`src/rtl/mem_resp_demux_pkg.sv`:
```
// Shared definitions for the memory response demux: requester selects, FSM encodings
// and the latched request record.
package mem_resp_demux_pkg;

  localparam logic SEL_INSTR = 1'b0;
  localparam logic SEL_DATA  = 1'b1;

  localparam logic [0:0] ST_IDLE = 1'b0;
  localparam logic [0:0] ST_WAIT = 1'b1;

  typedef struct packed {
    logic sel;
    logic write;
  } req_t;

  // A fetch can never write, so an illegal fetch-write is demoted to a fetch read.
  function automatic req_t make_req(input logic sel, input logic write);
    req_t r;
    r.sel   = sel;
    r.write = write & (sel == SEL_DATA);
    return r;
  endfunction

endpackage

```
`src/rtl/mem_resp_demux_timer.sv`:
```
// Watchdog for a memory access: counts WAIT cycles without completion and flags the
// cycle in which the access must be abandoned. TIMEOUT=0 disables it.
module mem_wait_timer #(
  parameter int TIMEOUT = 64
) (
  input  logic clk,
  input  logic reset_n,
  input  logic clear,
  input  logic run,
  input  logic done,
  output logic expired
);

  localparam int CW = (TIMEOUT > 0) ? $clog2(TIMEOUT + 1) : 1;
  localparam logic [CW-1:0] LAST    = (TIMEOUT > 0) ? CW'(TIMEOUT - 1) : '0;
  localparam logic [CW-1:0] SAT_MAX = '1;

  logic [CW-1:0] count_q, count_d;

  always_comb begin
    count_d = count_q;
    if (clear) begin
      count_d = '0;
    end else if (run && !done && (count_q != SAT_MAX)) begin
      count_d = count_q + 1'b1;
    end
  end

  always_ff @(posedge clk or negedge reset_n) begin
    if (!reset_n) begin
      count_q <= '0;
    end else begin
      count_q <= count_d;
    end
  end

  assign expired = (TIMEOUT != 0) && run && !done && (count_q == LAST);

endmodule

```
`src/rtl/mem_resp_demux.sv`:
```
// Tracks one memory access at a time and routes the returned data to the instruction
// or data register of the requester that issued it.
module mem_resp_demux
  import mem_resp_demux_pkg::*;
#(
  parameter int DATA_WIDTH = 16,
  parameter int TIMEOUT    = 64
) (
  input  logic                  clk,
  input  logic                  reset_n,
  input  logic                  req_valid,
  output logic                  req_ready,
  input  logic                  req_sel,
  input  logic                  req_write,
  output logic                  mem_read,
  output logic                  mem_write,
  input  logic                  input_ready,
  input  logic [DATA_WIDTH-1:0] mem_rdata,
  output logic [DATA_WIDTH-1:0] instr_out,
  output logic                  instr_valid,
  output logic [DATA_WIDTH-1:0] data_out,
  output logic                  data_valid,
  output logic                  timeout
);

  logic [0:0]            state_q, state_d;
  req_t                  req_q, req_d;
  logic [DATA_WIDTH-1:0] instr_q, instr_d;
  logic [DATA_WIDTH-1:0] data_q, data_d;
  logic                  instr_valid_q, instr_valid_d;
  logic                  data_valid_q, data_valid_d;
  logic                  timeout_q, timeout_d;
  logic                  in_wait, accept, expired;

  assign in_wait   = (state_q == ST_WAIT);
  assign req_ready = (state_q == ST_IDLE);
  assign accept    = req_ready & req_valid;

  assign mem_read  = in_wait & ~req_q.write;
  assign mem_write = in_wait &  req_q.write;

  mem_wait_timer #(.TIMEOUT(TIMEOUT)) u_timer (
    .clk     (clk),
    .reset_n (reset_n),
    .clear   (accept),
    .run     (in_wait),
    .done    (input_ready),
    .expired (expired)
  );

  always_comb begin
    state_d       = state_q;
    req_d         = req_q;
    instr_d       = instr_q;
    data_d        = data_q;
    instr_valid_d = 1'b0;
    data_valid_d  = 1'b0;
    timeout_d     = 1'b0;
    case (state_q)
      ST_IDLE: begin
        if (req_valid) begin
          state_d = ST_WAIT;
          req_d   = make_req(req_sel, req_write);
        end
      end
      ST_WAIT: begin
        // Completion beats the watchdog when both land in the same cycle.
        if (input_ready) begin
          state_d = ST_IDLE;
          if (req_q.write) begin
            data_valid_d = 1'b1;
          end else if (req_q.sel == SEL_DATA) begin
            data_d       = mem_rdata;
            data_valid_d = 1'b1;
          end else begin
            instr_d       = mem_rdata;
            instr_valid_d = 1'b1;
          end
        end else if (expired) begin
          state_d   = ST_IDLE;
          timeout_d = 1'b1;
        end
      end
      default: state_d = ST_IDLE;
    endcase
  end

  always_ff @(posedge clk or negedge reset_n) begin
    if (!reset_n) begin
      state_q       <= ST_IDLE;
      req_q         <= '0;
      instr_q       <= '0;
      data_q        <= '0;
      instr_valid_q <= 1'b0;
      data_valid_q  <= 1'b0;
      timeout_q     <= 1'b0;
    end else begin
      state_q       <= state_d;
      req_q         <= req_d;
      instr_q       <= instr_d;
      data_q        <= data_d;
      instr_valid_q <= instr_valid_d;
      data_valid_q  <= data_valid_d;
      timeout_q     <= timeout_d;
    end
  end

  assign instr_out   = instr_q;
  assign data_out    = data_q;
  assign instr_valid = instr_valid_q;
  assign data_valid  = data_valid_q;
  assign timeout     = timeout_q;

endmodule

```
`config.mk`:
```
export PLATFORM = sky130hd
export DESIGN_NAME = mem_resp_demux
export DESIGN_NICKNAME = d
export VERILOG_FILES = /design/src/rtl/mem_resp_demux_pkg.sv /design/src/rtl/mem_resp_demux_timer.sv /design/src/rtl/mem_resp_demux.sv
export SDC_FILE = /design/constraint.sdc
export NUM_CORES = 1
export LEC_CHECK = 0
export ABC_AREA = 1
export ABC_CLOCK_PERIOD_IN_PS = 2100
export CORE_UTILIZATION = 30
export CTS_BUF_LIST = sky130_fd_sc_hd__clkbuf_4
export CTS_CLUSTER_DIAMETER = 100
export DETAILED_ROUTE_END_ITERATION = 6
export PLACE_DENSITY = 0.62
export SYNTH_ARGS = -nofsm -noshare
export SYNTH_HDL_FRONTEND = slang
export SYNTH_SLANG_ARGS = --single-unit
export TNS_END_PERCENT = 10
```
`constraint.sdc`:
```
create_clock -name clk -period 2.1 [get_ports clk]
set_input_delay 0.42 -clock clk [delete_from_list [all_inputs] [get_ports clk]]
set_output_delay 0.42 -clock clk [all_outputs]
set_load 0.05 [all_outputs]
```
=== After elaboration in Yosys (flattened, before gate mapping) ===
Cells that the tools add are included.

* $add $sub $neg: 1
* Multipliers: 0
* Div/mod/pow operators: 0
* Magnitude comparators: 0
* Eq/ne operators: 2
* Shifts and indexed selects: 0
* Multiplexer cells: 17
* Bitwise logic cells: 7
* Reduce and logical (&&, ||, !) cells: 8

{| class="wikitable"
|+ Operators with widths
! operator !! number
|-
| two-way mux 1 bit || 14
|-
| two-way mux 7 bit || 2
|-
| AND reduction 4 bit || 2
|-
| adder 7 x 1 -> 7 bit (second input constant) || 1
|-
| == test 7 x 6 -> 1 bit (second input constant) || 1
|-
| inequality test 7 bit (second input constant) || 1
|-
| AND 1 bit || 4
|-
| logical AND 1 bit || 3
|-
| inverter 1 bit || 3
|-
| case mux 1 bit (2 select lines) || 1
|-
| AND reduction 2 bit || 1
|-
| nonzero test 2 bit || 1
|-
| zero test 1 bit || 1
|}

* Flip-flop bits (word level): 45
* Bits in latches: 0
* Bits in writable memories: 0
* Bits in read-only memories: 0
* Input bits: 22
* Output and inout bits: 38
* Logic and storage cells: 44
* Memories kept: 0

=== Depth between registers and ports, before layout ===
* Word-level depth: 6
* Mapped depth: 8
* Gate-level depth less buffers: 8

=== Modules after synthesis ===
From an unflattened synthesis, not the netlist that was laid out.

* Cell total of the unflattened synthesis: 231
* Area total of the unflattened synthesis: 1993.2 um2

{| class="wikitable"
|+ Modules (own cells, without submodules)
! module !! times used !! cells an instance !! area an instance (um2) !! sequential area each (um2)
|-
| mem_resp_demux || 1 || 165 || 1537.7 || 950.9
|-
| mem_wait_timer || 1 || 66 || 455.4 || 175.2
|}

=== Least setup slack after synthesis ===
Ideal clock, no wire load.

* Path kind: reg-to-reg
* Start: register state_q, in the netlist in_wait
* End: register data_q[10], in the netlist data_out[10]
* Setup time: 119 ps
* Data arrival time: 1282 ps
* Required time: 1981 ps
* Slack: 699 ps
* Cell stages (with the launch flop): 7
* Buffers on the path: 1
* Clock period less this slack: 1401 ps
* Cells stage by stage: dfrtp_1 inv_2 nor2_4 nand3_4 buf_6 nand2_2 o21ai_2

* Longest elaborated chain between the ends: 1

{| class="wikitable"
|+ Ends and longest elaborated chain
! element !! line !! text
|-
| start, declared || mem_resp_demux.sv:26 || <nowiki>logic [0:0] state_q, state_d;</nowiki>
|-
| start signal, assigned || mem_resp_demux.sv:98 || <nowiki>state_q <= state_d;</nowiki>
|-
| AND reduction 4 bit (no line) || - ||
|-
| end signal, assigned || mem_resp_demux.sv:101 || <nowiki>data_q <= data_d;</nowiki>
|-
| end, declared || mem_resp_demux.sv:29 || <nowiki>logic [DATA_WIDTH-1:0] data_q, data_d;</nowiki>
|}

No other way between the ends.
A chain may end at the register's enable or synchronous reset.

=== Worst setup path in the final report ===
* Start: register data_q[13], in the netlist data_out[13]
* End: output data_out[13]

{| class="wikitable"
|+ RTL lines
! element !! line !! text
|-
| end, declared || mem_resp_demux.sv:21 || <nowiki>output logic [DATA_WIDTH-1:0] data_out,</nowiki>
|}

No word-level cell between the ends.

==> impl_metrics.env <==
export IMPL_status="finished clean"
export IMPL_cp_depth=1
export IMPL_crit_arrival_ns=1.59
export IMPL_netlist_area_leader_share_pct=53.99
export IMPL_firstDrtPassIters=4
export IMPL_fin_crit_sh_pct=95.67
export IMPL_reg2reg_setup_slack_ns=0.74
export IMPL_track_usage_pct=12.68
export IMPL_antenna_found_initial=0
export IMPL_cpPeakStageDelay_ns=0.85
export IMPL_critical_path_class="reg2out"
export IMPL_syn_to_final_growth_pct=35.51
export IMPL_grt_overflow=0
export IMPL_drtAntennaViolNets=0
export IMPL_powerDensity_nw_per_um2=1485
export IMPL_setup_viol=0
export IMPL_core_um2=6756
export IMPL_critPathRequiredTime_ns=1.68
export IMPL_wl_per_cell_um=11.82
export IMPL_dp_hpwl_um=2993
export IMPL_drive_gt1_share_pct=31.14
export IMPL_tightest_slew_ns=0.5526
export IMPL_max_vdd_ir_drop_mv=0.6035
export IMPL_startpoint_type="register"
export IMPL_fin_skew_ns=0.01679
export IMPL_synth_seq_cells=45
export IMPL_r2r_start="u_timer.count_q[1]"
export IMPL_fin_nets=295
export IMPL_fmax_mhz=497.8
export IMPL_avgViaCountPerCell=4.340
export IMPL_slew_headroom_pct=63.04
export IMPL_worst_path_dominant_cell_family="buffers and inverters"
export IMPL_postCtsSetupBuffers=0
export IMPL_cts_tree="done"
export IMPL_drc_errors=0
export IMPL_num_io_pins=60
export IMPL_cts_buffer_depth=2
export IMPL_synth_area_leader_cell="dfrtp_1"
export IMPL_reg2reg_to="u_timer.count_q[5]"
export IMPL_syn_cell_area_um2=2086
export IMPL_grt_pass1_wl_um=7093
export IMPL_drt_iter0_drc=94
export IMPL_drv_slew=0
export IMPL_synth_nets=230
export IMPL_cts_max_level=2
export IMPL_fin_crit_ns=2.009
export IMPL_final_cells=353
export IMPL_chipWidth_um=85.38
export IMPL_die_h_um=85.38
export IMPL_dp_cells=344
export IMPL_rsz0062_at_grt="false"
export IMPL_p_total_uw=4198
export IMPL_slowest_stage="clkdlybuf4s50_1"
export IMPL_yosys_top_cells_area="dfrtp_1 (54%), o21ai_2 (13%), nand2_2 (8.4%), nand2_1 (6.1%), inv_1 (4.7%)"
export IMPL_path_buf_inv=1
export IMPL_fin_tns_setup_ns=0
export IMPL_fillers=665
export IMPL_clock_sinks=45
export IMPL_row_count=30
export IMPL_start_util_pct=30.87
export IMPL_cts_root_buf="clkbuf_4"
export IMPL_hold_violations=0
export IMPL_ys_warn_count=0
export IMPL_antenna_cells=0
export IMPL_r2r_cells=8
export IMPL_portBuffers=59
export IMPL_wirelength_um=4171
export IMPL_synth_distinct_cells=20
export IMPL_maxCapViolCount=0
export IMPL_cp_max_fo=2
export IMPL_num_vias=1532
export IMPL_setup_worst_path_end="data_out[13]"
export IMPL_crit_path_end_kind="output pin"
export IMPL_crit_start="data_out[13]"
export IMPL_numCtsBuffers=5
export IMPL_synth_seq_area_share_pct=53.99
export IMPL_grt_pass1_vias=1467
export IMPL_place_gp_congestion=0.8129
export IMPL_crit_chain="clkdlybuf4s50_1"
export IMPL_grt_max_degree=33
export IMPL_die_area_um2=7290
export IMPL_clk_pin_slew_worst_paths_ns=0.14
export IMPL_hold_class="reg2reg"
export IMPL_clock_latency_ns=0.35
export IMPL_leakagePower_uw=0.001349
export IMPL_synth_avg_cell_area_um2=10.08
export IMPL_synthCells=207
layer usage:
metal,GRT usage (%),part of all wire (%)
met4,6.061,2.2
met1,15.94,44
met3,3.113,4.2
met5,0,0
met2,20.53,49
cells in the mapped netlist:
cell,number
a21oi_1,1
buf_2,1
buf_6,6
dfrtp_1,45
ha_1,1
inv_1,26
inv_2,5
nand2_1,34
nand2_2,28
nand2_4,1
nand3_1,9
nand3_4,1
nand4_1,3
nor2_1,7
nor2_2,1
nor2_4,2
nor3_1,1
o21ai_1,2
o21ai_2,32
o21bai_1,1
flip-flops by register name, summed over array words and instances (netlist names):
name             cells
in_wait              1
req_q                2
data_valid           1
data_out            16
instr_valid          1
timeout              1
instr_out           16
u_timer.count_q      7
power breakdown:
part	internal, uW	total (uW)	switching, uW
logic	819	2360	1540
registers	1180	1410	227
clock network	144	426	281
total	2140	4200	2050
logic make-up (layout without fill, tap and decap cells):
group                      Yosys count  in the layout  share of synthesized area, %
buffers and inverters               38            104                         9.058
DFF                                 45             45                         53.99
adders and majority gates            1              1                        0.5998
AOI/OAI and AO/OA                   36             36                         14.52
and+or+nand+nor                     87             87                         21.84
placed cells by master (no fill, tap or decap):
cell type        netlist  routed
a21oi_1                1       1
buf_12                 0       2
buf_2                  1       1
buf_4                  0       4
clkbuf_4               0       6
clkdlybuf4s50_1        0      55
clkinvlp_4             0       2
dfrtp_1               45      45
dlygate4sd2_1          0       2
dlygate4sd3_1          0       1
ha_1                   1       1
inv_1                 26      26
inv_2                  5       5
nand2_1               34      34
nand2_2               28      28
nand2_4                1       1
nand3_1                9       9
nand3_4                1       1
nand4_1                3       3
nor2_1                 7       7
nor2_2                 1       1
nor2_4                 2       2
nor3_1                 1       1
o21ai_1                2       2
o21ai_2               32      32
o21bai_1               1       1
worst min-delay path by stage:
stage	from	endpoint	slack, ns	cells past startpoint
after detailed placement	reset_n	instr_out[12]	0.35	1
final	u_timer.count_q[6]	timeout	0.46	1
after global placement	reset_n	instr_out[12]	0.35	1
after CTS	u_timer.count_q[6]	timeout	0.46	1
after floorplan	reset_n	data_out[0]	0.12	0
after global routing	reset_n	data_out[13]	0.48	2
layout make-up:
cell class / count / area [um^2] / share of cell area (%)
clock buffers: 6 / 45.04 / 1.594
clock inverters: 2 / 15.01 / 0.5312
inverters: 31 / 116.4 / 4.117
multi-input cells: 124 / 770.7 / 27.27
flip-flops and latches: 45 / 1126 / 39.84
well taps: 80 / 100.1 / 3.541
repair buffers: 65 / 653.1 / 23.11
per-stage QoR:
stage	instance area [um^2]	util (%)	worst slack (ns)	hold slack, ns
after floorplan	2086	-	0.6991	0.1244
after global placement	2759	40.83	0.3562	0.3464
after detailed placement	2759	40.83	0.3443	0.3472
after CTS	2826	41.83	0.05813	0.4551
after global routing	2826	41.83	0.02009	0.4839
final	2826	41.83	0.09102	0.4562
what timing repair did:
item	in CTS	in global routing
endpoints found under the setup margin	2	0
resized for setup	2	0
hold buffers	1	0
endpoints found under the hold margin	13	0
No activity file was read; power rests on OpenSTA's default activity.
